**config.mk**
```make
export PLATFORM = sky130hd
export DESIGN_NAME = logic_capture_trig
export DESIGN_NICKNAME = d
export VERILOG_FILES = /design/src/rtl/logic_capture_pkg.sv /design/src/rtl/logic_capture_trig_match.sv /design/src/rtl/logic_capture_trig.sv
export SDC_FILE = /design/constraint.sdc
export NUM_CORES = 1
export LEC_CHECK = 0
export ABC_AREA = 1
export CORE_MARGIN = 2
export CORE_UTILIZATION = 46
export CTS_CLUSTER_SIZE = 28
export DETAILED_ROUTE_END_ITERATION = 12
export PLACE_DENSITY = 0.8
export SYNTH_ARGS = -nofsm -noshare
export SYNTH_HDL_FRONTEND = slang
export SYNTH_SLANG_ARGS = --single-unit
```
**constraint.sdc**
```tcl
create_clock -name clk -period 2.02 [get_ports clk]
set_input_delay 0.606 -clock clk [delete_from_list [all_inputs] [get_ports clk]]
set_output_delay 0.606 -clock clk [all_outputs]
set_load 0.05 [all_outputs]
```
**src/rtl/logic_capture_pkg.sv**
```systemverilog
// Shared definitions for the trigger-based logic capture engine:
// FSM state encoding, trigger modes and register-field bit positions.
package logic_capture_pkg;

  typedef enum logic [1:0] {
    ST_IDLE  = 2'b00,
    ST_ARMED = 2'b01,
    ST_POST  = 2'b10,
    ST_DONE  = 2'b11
  } state_t;

  localparam logic [1:0] MODE_IMM    = 2'b00;
  localparam logic [1:0] MODE_LEVEL  = 2'b01;
  localparam logic [1:0] MODE_CHANGE = 2'b10;
  localparam logic [1:0] MODE_EDGE   = 2'b11;

  localparam int CTRL_START     = 0;
  localparam int CTRL_ABORT     = 1;
  localparam int STAT_STATE_LSB = 30;
  localparam int STAT_WRAPPED   = 29;
  localparam int STAT_TRIG_SEEN = 28;
  localparam int CFG0_VALUE_LSB = 0;
  localparam int CFG0_MASK_LSB  = 16;
  localparam int CFG1_MODE_LSB  = 28;

endpackage

```
**src/rtl/logic_capture_trig_match.sv**
```systemverilog
// Probe input stage (samp / samp_prev registers) and trigger condition
// evaluation for the four trigger modes.
module logic_capture_trig_match #(
  parameter int DATA_W = 8
) (
  input  logic              clk,
  input  logic              resetn,
  input  logic [DATA_W-1:0] datain,
  input  logic [DATA_W-1:0] mask,
  input  logic [DATA_W-1:0] value,
  input  logic [1:0]        mode,
  input  logic              prev_valid,
  output logic [DATA_W-1:0] samp,
  output logic              trig_hit
);
  import logic_capture_pkg::*;

  logic [DATA_W-1:0] samp_reg;
  logic [DATA_W-1:0] samp_prev_reg;
  logic [DATA_W-1:0] cur_eq;
  logic [DATA_W-1:0] prev_eq;
  logic              cur_lvl;
  logic              prev_lvl;
  logic              changed;

  always_ff @(posedge clk or negedge resetn) begin
    if (!resetn) begin
      samp_reg      <= '0;
      samp_prev_reg <= '0;
    end else begin
      samp_reg      <= datain;
      samp_prev_reg <= samp_reg;
    end
  end

  // Masked-out bits always count as matching.
  genvar gi;
  generate
    for (gi = 0; gi < DATA_W; gi++) begin : g_bit
      assign cur_eq[gi]  = ~mask[gi] | (samp_reg[gi] ~^ value[gi]);
      assign prev_eq[gi] = ~mask[gi] | (samp_prev_reg[gi] ~^ value[gi]);
    end
  endgenerate

  assign cur_lvl  = &cur_eq;
  assign prev_lvl = &prev_eq;
  assign changed  = |((samp_reg ^ samp_prev_reg) & mask);

  always_comb begin
    trig_hit = 1'b0;
    case (mode)
      MODE_IMM:    trig_hit = ~prev_valid;
      MODE_LEVEL:  trig_hit = cur_lvl;
      MODE_CHANGE: trig_hit = prev_valid & changed;
      default:     trig_hit = prev_valid & cur_lvl & ~prev_lvl;
    endcase
  end

  assign samp = samp_reg;

endmodule

```
**src/rtl/logic_capture_trig.sv**
```systemverilog
// Trigger-based logic capture engine: streams probe samples into a circular
// RAM window, keeps pre-trigger history and stops N samples after the trigger.
module logic_capture_trig #(
  parameter int DATA_W = 8,
  parameter int ADDR_W = 10
) (
  input  logic              clk,
  input  logic              resetn,
  output logic [31:0]       status,
  input  logic [31:0]       control,
  input  logic [31:0]       config0,
  input  logic [31:0]       config1,
  input  logic [DATA_W-1:0] datain,
  output logic [DATA_W-1:0] dataout,
  output logic              we,
  output logic              en,
  output logic [ADDR_W-1:0] address
);
  import logic_capture_pkg::*;

  localparam logic [ADDR_W-1:0] CNT_ONE = ADDR_W'(1);

  state_t            state_reg, state_next;
  logic              start_prev_reg, start_prev_next;
  logic              prev_valid_reg, prev_valid_next;
  logic [ADDR_W-1:0] wr_ptr_reg, wr_ptr_next;
  logic [ADDR_W-1:0] addr_reg, addr_next;
  logic [DATA_W-1:0] dout_reg, dout_next;
  logic              we_reg, we_next;
  logic              wrapped_reg, wrapped_next;
  logic              trig_seen_reg, trig_seen_next;
  logic [ADDR_W-1:0] trig_addr_reg, trig_addr_next;
  logic [ADDR_W-1:0] cnt_reg, cnt_next;
  logic [DATA_W-1:0] mask_reg, mask_next;
  logic [DATA_W-1:0] value_reg, value_next;
  logic [1:0]        mode_reg, mode_next;
  logic [ADDR_W-1:0] n_reg, n_next;

  logic [DATA_W-1:0] samp;
  logic              trig_hit;
  logic              start_edge;
  logic              abort;
  logic              unused_inputs;

  logic_capture_trig_match #(.DATA_W(DATA_W)) u_match (
    .clk        (clk),
    .resetn     (resetn),
    .datain     (datain),
    .mask       (mask_reg),
    .value      (value_reg),
    .mode       (mode_reg),
    .prev_valid (prev_valid_reg),
    .samp       (samp),
    .trig_hit   (trig_hit)
  );

  assign start_edge    = control[CTRL_START] & ~start_prev_reg;
  assign abort         = control[CTRL_ABORT];
  assign unused_inputs = ^{control, config0, config1};

  always_ff @(posedge clk or negedge resetn) begin
    if (!resetn) begin
      state_reg      <= ST_IDLE;
      start_prev_reg <= 1'b0;
      prev_valid_reg <= 1'b0;
      wr_ptr_reg     <= '0;
      addr_reg       <= '0;
      dout_reg       <= '0;
      we_reg         <= 1'b0;
      wrapped_reg    <= 1'b0;
      trig_seen_reg  <= 1'b0;
      trig_addr_reg  <= '0;
      cnt_reg        <= '0;
      mask_reg       <= '0;
      value_reg      <= '0;
      mode_reg       <= '0;
      n_reg          <= '0;
    end else begin
      state_reg      <= state_next;
      start_prev_reg <= start_prev_next;
      prev_valid_reg <= prev_valid_next;
      wr_ptr_reg     <= wr_ptr_next;
      addr_reg       <= addr_next;
      dout_reg       <= dout_next;
      we_reg         <= we_next;
      wrapped_reg    <= wrapped_next;
      trig_seen_reg  <= trig_seen_next;
      trig_addr_reg  <= trig_addr_next;
      cnt_reg        <= cnt_next;
      mask_reg       <= mask_next;
      value_reg      <= value_next;
      mode_reg       <= mode_next;
      n_reg          <= n_next;
    end
  end

  // RAM port is registered: a sample in samp is presented one cycle later and
  // committed at the following edge; address shows the next-write slot when idle.
  always_comb begin
    state_next      = state_reg;
    start_prev_next = control[CTRL_START];
    prev_valid_next = prev_valid_reg;
    wr_ptr_next     = wr_ptr_reg;
    addr_next       = wr_ptr_reg;
    dout_next       = dout_reg;
    we_next         = 1'b0;
    wrapped_next    = wrapped_reg;
    trig_seen_next  = trig_seen_reg;
    trig_addr_next  = trig_addr_reg;
    cnt_next        = cnt_reg;
    mask_next       = mask_reg;
    value_next      = value_reg;
    mode_next       = mode_reg;
    n_next          = n_reg;

    if (abort) begin
      state_next      = ST_IDLE;
      prev_valid_next = 1'b0;
      wrapped_next    = 1'b0;
      trig_seen_next  = 1'b0;
      trig_addr_next  = '0;
    end else begin
      if (state_reg == ST_ARMED || state_reg == ST_POST) begin
        we_next     = 1'b1;
        dout_next   = samp;
        addr_next   = wr_ptr_reg;
        wr_ptr_next = wr_ptr_reg + 1'b1;
      end
      case (state_reg)
        ST_IDLE, ST_DONE: begin
          if (start_edge) begin
            state_next      = ST_ARMED;
            prev_valid_next = 1'b0;
            wr_ptr_next     = '0;
            addr_next       = '0;
            wrapped_next    = 1'b0;
            trig_seen_next  = 1'b0;
            trig_addr_next  = '0;
            value_next      = config0[CFG0_VALUE_LSB +: DATA_W];
            mask_next       = config0[CFG0_MASK_LSB +: DATA_W];
            mode_next       = config1[CFG1_MODE_LSB +: 2];
            // An ADDR_W-bit count is already capped at DEPTH-1.
            n_next          = config1[ADDR_W-1:0];
          end
        end
        ST_ARMED: begin
          prev_valid_next = 1'b1;
          if (wr_ptr_reg == '1) wrapped_next = 1'b1;
          if (trig_hit) begin
            trig_addr_next = wr_ptr_reg;
            trig_seen_next = 1'b1;
            cnt_next       = n_reg;
            state_next     = (n_reg == '0) ? ST_DONE : ST_POST;
          end
        end
        ST_POST: begin
          cnt_next = cnt_reg - 1'b1;
          if (cnt_reg == CNT_ONE) state_next = ST_DONE;
        end
        default: ;
      endcase
    end
  end

  always_comb begin
    status                       = '0;
    status[STAT_STATE_LSB +: 2]  = state_reg;
    status[STAT_WRAPPED]         = wrapped_reg;
    status[STAT_TRIG_SEEN]       = trig_seen_reg;
    status[ADDR_W-1:0]           = trig_addr_reg;
  end

  assign dataout = dout_reg;
  assign we      = we_reg;
  assign en      = we_reg;
  assign address = addr_reg;

endmodule

```
==> impl_results.html <==
<table>
<tr><th>Metric</th><th>Value</th></tr>
<tr><th colspan="2">CTS</th></tr>
<tr><td>CTS Buffer Depth</td><td>2</td></tr>
<tr><td>Root Buffer Master</td><td>clkbuf_8</td></tr>
<tr><td>Total CTS buffers</td><td>9</td></tr>
<tr><td>Skew-Pair Late Insertion Delay</td><td>360 ps</td></tr>
<tr><td>Clock-pin slew on the worst setup and hold paths</td><td>100 ps</td></tr>
<tr><td>Clk sink count</td><td>99</td></tr>
<tr><td>TritonCTS clock tree</td><td>yes</td></tr>
<tr><td>Total number of H-tree levels</td><td>3</td></tr>
<tr><td># Post-CTS Setup Buffers</td><td>0</td></tr>
<tr><th colspan="2">Setup path</th></tr>
<tr><td>Worst Path Max Fanout</td><td>17</td></tr>
<tr><td>Setup CP Type</td><td>input port to register</td></tr>
<tr><td>R2R depth</td><td>8</td></tr>
<tr><td>Crit path required time</td><td>2320 ps</td></tr>
<tr><td>Data arrival time of the critical path</td><td>2160 ps</td></tr>
<tr><td>Critical Path Sink Type</td><td>register</td></tr>
<tr><td>Type of origin of the critical path</td><td>input port</td></tr>
<tr><th colspan="2">Logic synthesis</th></tr>
<tr><td>Part of the Yosys area used for sequential elements</td><td>0.513</td></tr>
<tr><td>Top post-synthesis cells by area</td><td>dfrtp_1, nand2_1, nand3_1</td></tr>
<tr><td>Unique masters post-synth</td><td>32</td></tr>
<tr><td>Number of synthesized flops with an enable pin</td><td>0</td></tr>
<tr><td>Flip-flop and latch count after synthesis</td><td>a little under 100</td></tr>
<tr><td>Synth area leader</td><td>dfrtp_1</td></tr>
<tr><td>Count of warnings emitted by yosys</td><td>0</td></tr>
<tr><td>Post-Synthesis Cell Area</td><td>between 4000 and 5000 sq um</td></tr>
<tr><td>Proportion of register bits with asynchronous set or reset after synthesis</td><td>1.00</td></tr>
<tr><td>Primary FF master, synth</td><td>dfrtp_1</td></tr>
<tr><td>Mean instance size in the synthesized netlist</td><td>slightly below 8 sq um</td></tr>
<tr><td>Area fraction of the dominant cell type after synthesis</td><td>0.513</td></tr>
<tr><td>Instance count of the mapped netlist</td><td>607</td></tr>
<tr><th colspan="2">Place</th></tr>
<tr><td>Port Buf Inserts</td><td>73</td></tr>
<tr><td>Cell area after placement</td><td>around 5600 sq um</td></tr>
<tr><td>Gpl congestion</td><td>0.862</td></tr>
<tr><td>DP HPWL</td><td>7770 um</td></tr>
<tr><td>Number of placed instances with taps included</td><td>roughly 820</td></tr>
<tr><td>Pre-CTS worst setup slack</td><td>-152 ps</td></tr>
<tr><th colspan="2">Global routing</th></tr>
<tr><td>Gr usage total</td><td>0.197</td></tr>
<tr><td>Maximum number of pins on one net before global-route repair</td><td>41</td></tr>
<tr><td>Overflow after GRT</td><td>0</td></tr>
<tr><td>Vias in the first global route</td><td>3983</td></tr>
<tr><td>Antenna violations before repair</td><td>0</td></tr>
<tr><td>Global-route wire length before repair</td><td>17900 um</td></tr>
<tr><th colspan="2">Flow run</th></tr>
<tr><td>Count of maximum capacitance violations</td><td>0</td></tr>
<tr><th colspan="2">Floorplanning</th></tr>
<tr><td>Number of primary I/O pins</td><td>158</td></tr>
<tr><td># rows</td><td>37</td></tr>
<tr><td>Initial core utilization</td><td>0.472</td></tr>
<tr><td>Die Height</td><td>106 um</td></tr>
<tr><td>Area of the core region</td><td>10200 sq um</td></tr>
<tr><td>Die Width</td><td>106 um</td></tr>
<tr><td>Total Die Area</td><td>11300 sq um</td></tr>
<tr><th colspan="2">STA</th></tr>
<tr><td>Least-Margin Pin Slew</td><td>540 ps</td></tr>
<tr><td>Total setup violations reported at the end of the flow</td><td>0</td></tr>
<tr><td>Achievable Freq</td><td>537 MHz</td></tr>
<tr><td>Final TNS setup</td><td>0 ps</td></tr>
<tr><td>Final setup margin</td><td>157 ps</td></tr>
<tr><td>Max Clock Skew</td><td>8.52 ps</td></tr>
<tr><td>Worst slew margin relative to its limit</td><td>0.640</td></tr>
<tr><td>Hold Violations, Final</td><td>0</td></tr>
<tr><td>Setup repair after global routing missed its margin</td><td>yes</td></tr>
<tr><td>Share of the clock period used by the worst path after layout</td><td>0.922</td></tr>
<tr><td>Min cycle time layout</td><td>around 1900 ps</td></tr>
<tr><td>Max-slew violations</td><td>0</td></tr>
<tr><th colspan="2">Power</th></tr>
<tr><td>Maximum ir drop on the vdd rail</td><td>0.000773 V</td></tr>
<tr><td>Total power divided by cell area</td><td>~1400 nW/um^2</td></tr>
<tr><td>PnR Total Power</td><td>~8300 uW</td></tr>
<tr><td>Leakage power figure</td><td>0.00302 uW</td></tr>
<tr><th colspan="2">Min path</th></tr>
<tr><td>Worst Hold Class</td><td>input port to asynchronous set/reset pin</td></tr>
<tr><th colspan="2">Final layout</th></tr>
<tr><td>Layout area overhead</td><td>21.7%</td></tr>
<tr><td>Diodes inserted</td><td>0</td></tr>
<tr><td>Leading cell type in the layout, fill and taps excluded</td><td>nand2_1</td></tr>
<tr><td>Commonest cells after routing, fill and taps aside</td><td>nand2_1, dfrtp_1, inv_1, buf_4, nor2_1</td></tr>
<tr><td>Fraction of final layout cells with drive strength greater than 1</td><td>0.134</td></tr>
<tr><td>Non-filler instance count after layout</td><td>approximately 830</td></tr>
<tr><td>Final design instance area without fill</td><td>5870 sq um</td></tr>
<tr><td>Number of nets in the layout</td><td>around 800</td></tr>
<tr><td>Fill cell total of the finished layout</td><td>a little over 900</td></tr>
<tr><th colspan="2">Routing</th></tr>
<tr><td>Via count</td><td>approximately 4100</td></tr>
<tr><td>Antenna Nets Post-Route</td><td>0</td></tr>
<tr><td>Detailed Route Iter0 Violations</td><td>between 200 and 250</td></tr>
<tr><td>Average via count per standard cell</td><td>4.92</td></tr>
<tr><td>Total detailed-routing wirelength</td><td>10500 um</td></tr>
<tr><td>Number of detailed-routing iterations run before antenna repair</td><td>4</td></tr>
<tr><td>Remaining DRCs</td><td>0</td></tr>
<tr><td>Average detailed-routed wire length per instance</td><td>roughly 13 um</td></tr>
<tr><th colspan="2">Run status</th></tr>
<tr><td>Status</td><td>finished, final reports clean</td></tr>
</table>
metrics by stage:
stage | utilization | hold slack, ps
6_report | 0.574 | 212
5_1_grt | 0.574 | 235
4_1_cts | 0.571 | 223
3_5_place_dp | 0.551 | 412
3_3_place_gp | 0.551 | 407
2_1_floorplan | - | 310
routing by layer:
| metal | vias up | routed length (um) | part of all wire | track usage |
|---|---|---|---|---|
| li1 | 2036 | - | - | - |
| met1 | 1912 | 4670 | 0.45 | 0.250 |
| met2 | 131 | 5100 | 0.49 | 0.339 |
| met3 | 17 | 550 | 0.053 | 0.0478 |
| met4 | 0 | 135 | 0.013 | 0.0492 |
| met5 | - | 0 | 0 | 0 |
final cells by class:
class	count	area, sq um	share of cell area
Sequential cell	99	2480	0.422
Multi-Input combinational cell	422	1930	0.329
Timing Repair Buffer	95	846	0.144
Inverter	64	240	0.0409
Tap cell	136	170	0.0290
Clock buffer	9	124	0.0211
Clock inverter	7	83.8	0.0143
synth_stat cells (4+ instances only):
| library cell | count |
|---|---|
| clkbuf_1 | 6 |
| nand3_1 | 46 |
| buf_4 | 22 |
| a31oi_1 | 6 |
| ha_1 | 5 |
| dfrtp_1 | 99 |
| nor3_1 | 16 |
| buf_6 | 4 |
| a21oi_1 | 7 |
| inv_1 | 61 |
| o21ai_0 | 41 |
| nand2_2 | 4 |
| buf_2 | 7 |
| nor2_2 | 4 |
| nor2_1 | 50 |
| nand2_1 | 204 |
critical path, cell delays in order:
cell	delay (ps)
clkdlybuf4s50_1	570
nor2_4	230
inv_1	140
buf_4	220
o21ai_0	190
nand2_1	80
nor2_1	110
cells by family after synthesis:
kind of cell	count (synthesis)	share of synthesized area
AND/OR/NAND/NOR	335	0.291
buffers and inverters	103	0.105
flip-flops	99	0.513
AO/OA/AOI/OAI	60	0.0690
adder cells (fa/ha/maj)	5	0.0130
XOR/XNOR	3	0.00545
other	1	0.000777
multiplexers	1	0.00207
what timing repair did:
action / in CTS / in global routing
gates resized for setup: 0 / 5
hold buffers: 0 / 0
endpoints found under the setup margin: 0 / 7
power breakdown:
group          switching (uW)  leakage (uW)  internal [uW]
clock                     719     0.0000959            594
combinational            2520       0.00168           1260
sequential                542       0.00125           2630
final timing paths:
kind / startpoint / end / slack (ps)
setup / recovery: control[1] / wr_ptr_reg[5]$_DFFE_PN0N_ / 160
hold / removal: resetn / trig_addr_reg[1]$_DFFE_PN0P_ / 210
setup reg to reg: state_reg[0]$_DFFE_PN0P_ / wr_ptr_reg[5]$_DFFE_PN0N_ / 190
hold reg to reg: u_match.samp[0]$_DFF_PN0_ / u_match.samp_prev_reg[0]$_DFF_PN0_ / 430
max in group asynchronous: resetn / mode_reg[0]$_DFFE_PN0P_ / 1240
min in group clk: u_match.samp[0]$_DFF_PN0_ / u_match.samp_prev_reg[0]$_DFF_PN0_ / 430
Power figures use the tool's default switching activity.
